--- config.mk ---
export PLATFORM = sky130hd
export DESIGN_NAME = sm3_pad_blk_asm
export DESIGN_NICKNAME = d
export VERILOG_FILES = /design/src/rtl/sm3_pad_blk_asm.sv
export SDC_FILE = /design/constraint.sdc
export NUM_CORES = 2
export LEC_CHECK = 0
export CORE_MARGIN = 3
export CORE_UTILIZATION = 56
export CTS_BUF_LIST = sky130_fd_sc_hd__clkbuf_4 sky130_fd_sc_hd__clkbuf_8
export DETAILED_ROUTE_END_ITERATION = 10
export GPL_ROUTABILITY_DRIVEN = 0
export PLACE_DENSITY = 0.86
export SYNTH_ARGS = -nofsm -noshare
export SYNTH_HDL_FRONTEND = slang
export SYNTH_SLANG_ARGS = --single-unit
--- constraint.sdc ---
create_clock -name clk -period 2.6 [get_ports clk]
set_input_delay 0.52 -clock clk [delete_from_list [all_inputs] [get_ports clk]]
set_output_delay 0.52 -clock clk [all_outputs]
set_load 0.01 [all_outputs]
--- src/rtl/sm3_pad_blk_asm.sv ---
// SM3 padded-stream sink: packs 32/64-bit beats into 512-bit blocks across two
// banks and hands each full block, tagged first/last, to the compression core.
module sm3_pad_blk_asm #(
  parameter int DW = 32
) (
  input  logic          clk,
  input  logic          rst_n,
  input  logic [DW-1:0] pad_d_i,
  input  logic          pad_vld_i,
  input  logic          pad_lst_i,
  output logic          pad_ena_o,
  output logic [511:0]  blk_d_o,
  output logic          blk_vld_o,
  input  logic          blk_rdy_i,
  output logic          blk_first_o,
  output logic          blk_lst_o,
  output logic          err_ovf_o,
  output logic          err_fmt_o,
  input  logic          err_clr_i
);

  localparam int WPB = DW / 32;
  localparam int BPB = 16 / WPB;
  localparam logic [3:0] LAST_BEAT = 4'(BPB - 1);

  logic [511:0] bank_data [2];
  logic [1:0]   bank_first;
  logic [1:0]   bank_lst;
  logic [1:0]   bank_full;
  logic [1:0]   full_nxt;
  logic         wr_ptr;
  logic         rd_ptr;
  logic [3:0]   wr_cnt;
  logic         msg_start;
  logic         err_ovf;
  logic         err_fmt;

  logic beat_acc;
  logic beat_ovf;
  logic beat_last;
  logic beat_fmt;
  logic pop;

  // Overflow is judged on the pre-pop state of the write bank.
  assign beat_acc  = pad_vld_i & ~bank_full[wr_ptr];
  assign beat_ovf  = pad_vld_i &  bank_full[wr_ptr];
  assign beat_last = beat_acc & (wr_cnt == LAST_BEAT);
  assign beat_fmt  = beat_acc & pad_lst_i & (wr_cnt != LAST_BEAT);
  assign pop       = bank_full[rd_ptr] & blk_rdy_i;

  // Completion and pop can never target the same bank: a completing bank is
  // empty by definition, a popped bank is full.
  always_comb begin
    full_nxt = bank_full;
    if (pop)       full_nxt[rd_ptr] = 1'b0;
    if (beat_last) full_nxt[wr_ptr] = 1'b1;
  end

  always_ff @(posedge clk or negedge rst_n) begin
    if (!rst_n) begin
      for (int b = 0; b < 2; b++) bank_data[b] <= '0;
    end else if (beat_acc) begin
      bank_data[wr_ptr][511 - int'(wr_cnt) * DW -: DW] <= pad_d_i;
    end
  end

  always_ff @(posedge clk or negedge rst_n) begin
    if (!rst_n) begin
      bank_first <= 2'b00;
      bank_lst   <= 2'b00;
      bank_full  <= 2'b00;
      wr_ptr     <= 1'b0;
      rd_ptr     <= 1'b0;
      wr_cnt     <= 4'd0;
      msg_start  <= 1'b1;
    end else begin
      bank_full <= full_nxt;
      if (pop) rd_ptr <= ~rd_ptr;
      if (beat_acc) begin
        if (beat_last) begin
          bank_first[wr_ptr] <= msg_start;
          bank_lst[wr_ptr]   <= pad_lst_i;
          wr_ptr             <= ~wr_ptr;
          wr_cnt             <= 4'd0;
          msg_start          <= pad_lst_i;
        end else if (pad_lst_i) begin
          // Short message: drop the partial block and resync on the next one.
          wr_cnt    <= 4'd0;
          msg_start <= 1'b1;
        end else begin
          wr_cnt <= wr_cnt + 4'd1;
        end
      end
    end
  end

  always_ff @(posedge clk or negedge rst_n) begin
    if (!rst_n) begin
      err_ovf <= 1'b0;
      err_fmt <= 1'b0;
    end else if (err_clr_i) begin
      err_ovf <= 1'b0;
      err_fmt <= 1'b0;
    end else begin
      if (beat_ovf) err_ovf <= 1'b1;
      if (beat_fmt) err_fmt <= 1'b1;
    end
  end

  assign pad_ena_o   = ~bank_full[wr_ptr];
  assign blk_vld_o   = bank_full[rd_ptr];
  assign blk_d_o     = blk_vld_o ? bank_data[rd_ptr] : 512'd0;
  assign blk_first_o = blk_vld_o & bank_first[rd_ptr];
  assign blk_lst_o   = blk_vld_o & bank_lst[rd_ptr];
  assign err_ovf_o   = err_ovf;
  assign err_fmt_o   = err_fmt;

endmodule

# After elaboration in Yosys (flattened, before gate mapping)
# Cells that the tools add are included.
# classes
addsub	3
order_cmp	7
eq_ne	2
n_shift	2
n_mux	31
bitwise	16
reduce_logical	8
# op_table
op	n
512-bit 2-to-1 mux	5
1024-bit bitwise mux	1
32-bit by 33-bit variable shift with 543-bit output (first input constant)	1
32-bit by 33-bit indexed part select with 543-bit output	1
512-bit demux with 1-bit select	1
10-bit negator with 33-bit output	1
1-bit 2-to-1 mux	16
9-bit by 9-bit subtractor with 10-bit output (first input constant)	1
1-bit AND	8
4-bit 2-to-1 mux	2
2-bit nonzero test	3
4-bit by 1-bit adder with 4-bit output (second input constant)	1
2-bit bitwise mux	2
4-bit == test (second input constant)	1
2-bit >= comparator (second input constant)	2
1-bit by 2-bit < comparator with 1-bit output (second input constant)	2
2-bit 2-to-1 mux	2
4-bit != test (second input constant)	1
1-bit NOT with 2-bit output	2
2-bit AND reduction	2
1-bit logical AND	3
1-bit NOT	3
2-bit AND	1
1-bit demux with 1-bit select	2
other kinds (4)	5
# word_totals
regBits	1039
in_bits	38

# Depth between registers and ports, before layout
# logic_depth
depth_word	9
depth_mapped	7
depth_no_buf	5

# Worst setup path after synthesis
# No wires, ideal clock.
# synth_timing
kind	register -> register
start	register wr_cnt[0]
end	register bank_data[610] (netlist name)
arrival_time_ns	1.874
required_ns	2.475
slack_ns	0.601
stages_incl_launch_ff	7
synth_period_minus_slack_ns	1.999
cell_sequence	dfrtp_1 inv_1 ha_1 nand3b_1 nor2_2 buf_2 mux2_2
# synth_between
elab_chain_len	6
# synth_rtl
item	line	source
start, declared	33	logic [3:0] wr_cnt;
start signal, assigned	91	wr_cnt <= wr_cnt + 4'd1;
9-bit by 9-bit subtractor with 10-bit output (*)	63	bank_data[wr_ptr][511 - int'(wr_cnt) * DW -: DW] <= pad_d_i;
10-bit negator with 33-bit output (*)	63	
32-bit by 33-bit variable shift with 543-bit output	63	
512-bit 2-to-1 mux (implied by the code)	63	
512-bit demux with 1-bit select	63	
1024-bit bitwise mux (*)	63	
end signal, assigned by index	63	
end, declared	26	logic [511:0] bank_data [2];
# Every way passes the cells marked *; elsewhere a longest branch is shown, timed or not.
# A chain may end at the register's enable or synchronous reset.

# Worst setup path in the final report
# layout_timing
start	register rd_ptr
end	output blk_d_o[130]
# layout_between
elab_chain_len	5
# layout_rtl
item	line	source
start, declared	32	logic rd_ptr;
start signal, assigned	78	if (pop) rd_ptr <= ~rd_ptr;
1-bit NOT with 2-bit output (implied by the code)	112	assign blk_d_o = blk_vld_o ? bank_data[rd_ptr] : 512'd0;
512-bit 2-to-1 mux (implied by the code) (3 in a row)	112	
512-bit 2-to-1 mux (*)	112	
end, declared	12	output logic [511:0] blk_d_o,
# Every way passes the cells marked *; elsewhere a longest branch is shown, timed or not. The select of a mux whose other input is x is not followed.

==> run metrics <==
Post-synth ARST share=100.0%; Leak=0.03233 uW; reg-to-reg startpoint=wr_cnt[3]; Worst path max stage delay=490 ps; CP Launch Type=flop; # fillers=5519; failing checks=negative setup slack; H-tree Lvls=4; drt drc=0; Layout Skew=55.26 ps; crit-path max FO=12; starting density of the core=56.90%; RSZ-0062 raised after global routing=yes; clock sink count=1039; Post-Synthesis Cells=3704; Synth Warn #=0; Max Slew Vio Count=0; max-cap violations=0; WL/cell=25.73 um; Crit-path slowest cell=clkdlybuf4s50_1; nets=4518; endpoints failing setup=516; M3 GR Usage=under 10%; TritonRoute pass-1 iters=5; vias in the first global route=around 35000; initial antenna violation count=33; Final Power=around 42000 uW; first-pass GRT wire length=216000 um; Period minus WS final=3297 ps; status=finished, violations left; GRT Util Overall=a little under a third; ys flop type=dfrtp_1; 1st-iter DRT viols=roughly 2700; vias after detailed routing=33950; final antenna-violating net count=0; share of layout cells above drive strength 1=40.43%; Cell Area, Synth=between 40000 and 50000 um^2; Slew HR=57.54%; placed insts=5359; FMAX=303.3 MHz; sequential element share of the synthesized area=53.33%; clock root buffer=clkbuf_8; critical path data required time=~2100 ps; GR Util met2=51.10%; Syn-to-layout area delta=27.77%; CP top delay family=buffers and inverters; worst hold path type=in -> async; final hold vios=0; worst skew pair latency=850 ps; Yosys cell types=48; clock buffer count from CTS=170; Core Footprint=between 80000 and 90000 um^2; HPWL after detailed placement=91980 um; die height=301.1 um; IO Port Bufs=555; syn_nets=3748; Critical Path Start=rd_ptr; grt met1 use=between 40% and 50%; CP Capture Type=output pin; Mean Syn Cell Area=~13 um^2; Ports=556; reg2reg setup slack=430 ps; Die ar.=just over 90000 um^2; Post-synth EDFFs=0; FF+latch count, synth=1039; Setup TNS Final=-250350 ps; average via count per standard cell=approximately 6; overall die width=approximately 300 um; DRT Wirelength=149200 um; pre-CTS WS=-92.02 ps; final instance count without filler cells=5800; Worst-path clk slew=70 ps; # rows=approximately 110; crit share post-route=126.8%; Arrival @ worst endpoint=between 2000 and 3000 ps; Clock Path Buffers=3; Max VDD drop=0.0004717 V; Worst Tran Pin Value=636.9 ps; TritonCTS clock tree=built; largest net degree at the start of global routing=about 110; Crit Path Class=reg -> out; WP buf/inv=4; worst setup margin=-697.1 ps; total gr overflow=0; Pwr per Cell Area=roughly 670 nW/um^2; crit-path cells=buf_4 > buf_12 > buf_6 > mux2i_1 > nor2_1 > clkdlybuf4s50_1; global route hottest layer=met2
## what timing repair did
item | in CTS | in global routing
gates resized for setup | 496 | 330
cloned | 11 | 17
hold buffers | 1 | 0
buffers inserted | 13 | 45
pin swaps | 11 | 11
endpoints found under the hold margin | 340 | 0
endpoints found under the setup margin | 516 | 516
## power by group
part | switching (uW) | internal [uW]
Sequential | 1060 | 18000
Clock | 6830 | 8670
Combinational | 3640 | 3830
## metrics by stage
| stage | hold slack (ps) | util (%) | cell area [um^2] |
|---|---|---|---|
| CTS | 119.3 | 71.64 | 61380 |
| floorplan | 224.4 | - | 48760 |
| global placement | 457.0 | 66.59 | 57050 |
| detailed placement | 459.8 | 66.59 | 57050 |
| global route | 148.9 | 72.61 | 62210 |
| finish | 180.6 | 72.71 | 62300 |
## cell families after synthesis
group	share of synthesized area (%)
and+or+nand+nor	8.528
buffers and inverters	2.782
muxes	35.05
DFF	53.33
AOI/OAI and AO/OA	0.1591
adders and majority gates	0.1540
## registers in the layout, summed over array words and instances, names as in the netlist, 2 cells and up
register and flops:
bank_lst 2, bank_data 1024, wr_cnt 4, bank_first 2, bank_full 2
## final timing paths
kind                            cells after the start              to
worst min-delay path                                2  bank_data[627]
max in group asynchronous                           3  bank_data[576]
min in group clk                                    2       err_fmt_o
worst max register to register                      5  bank_data[182]
worst min register to register                      1  bank_data[614]
worst max-delay path                                6    blk_d_o[130]
## layout make-up
type,instances,area [um^2],area share (%)
Sequential cell,1039,26000,41.74
Multi-Input combinational cell,2409,22080,35.44
Timing Repair Buffer,845,8889,14.27
Clock buffer,273,3413,5.479
Tap cell,1144,1431,2.298
Clock inverter,31,324.1,0.5202
Antenna cell,50,125.1,0.2008
Inverter,9,33.78,0.05423
## cells in the mapped netlist (all sizes together) (3+ instances only)
| cell | n | area share [%] |
|---|---|---|
| nand3 | 11 | 0.24 |
| mux2i | 517 | 11 |
| nand3b | 8 | 0.20 |
| buf | 193 | 2.3 |
| dfrtp | 1038 | 53 |
| mux2 | 1028 | 24 |
| and2 | 257 | 3.3 |
| ha | 6 | 0.15 |
| nand2 | 10 | 0.077 |
| and3 | 3 | 0.041 |
| nor2b | 3 | 0.038 |
| clkbuf | 54 | 0.42 |
| inv | 9 | 0.069 |
| nand2b | 3 | 0.038 |
| nor2 | 529 | 4.2 |
| nor3b | 7 | 0.16 |
| and3b | 5 | 0.090 |
## cells in the final DEF, fill, tap and decap left out, types with 5 or more instances in the layout
| cell | instances |
|---|---|
| clkdlybuf4s50_1 | 139 |
| ha_1 | 6 |
| nor2_4 | 15 |
| dlygate4sd2_1 | 254 |
| dlymetal6s2s_1 | 43 |
| mux2_1 | 35 |
| clkbuf_16 | 15 |
| buf_12 | 68 |
| nor2_1 | 466 |
| clkbuf_4 | 55 |
| mux2i_1 | 447 |
| buf_16 | 26 |
| nand3b_1 | 5 |
| mux2i_4 | 20 |
| and2_1 | 257 |
| buf_8 | 5 |
| and3b_1 | 5 |
| nand2_1 | 10 |
| bufbuf_16 | 8 |
| buf_4 | 160 |
| buf_2 | 36 |
| mux2_2 | 903 |
| diode_2 | 50 |
| dfrtp_1 | 1037 |
| clkinv_2 | 15 |
| buf_6 | 15 |
| inv_1 | 9 |
| clkbuf_8 | 218 |
| mux2_4 | 90 |
| nor2_2 | 48 |
| clkbuf_2 | 73 |
| mux2i_2 | 50 |
## routing by layer
layer  vias up  share of wire [%]
li1      14450                  -
met1     17550                 38
met2      1614                 49
met3       329                8.3
met4         4                4.5
met5         -              0.021
Note: power is estimated with default switching activity, not from simulation.
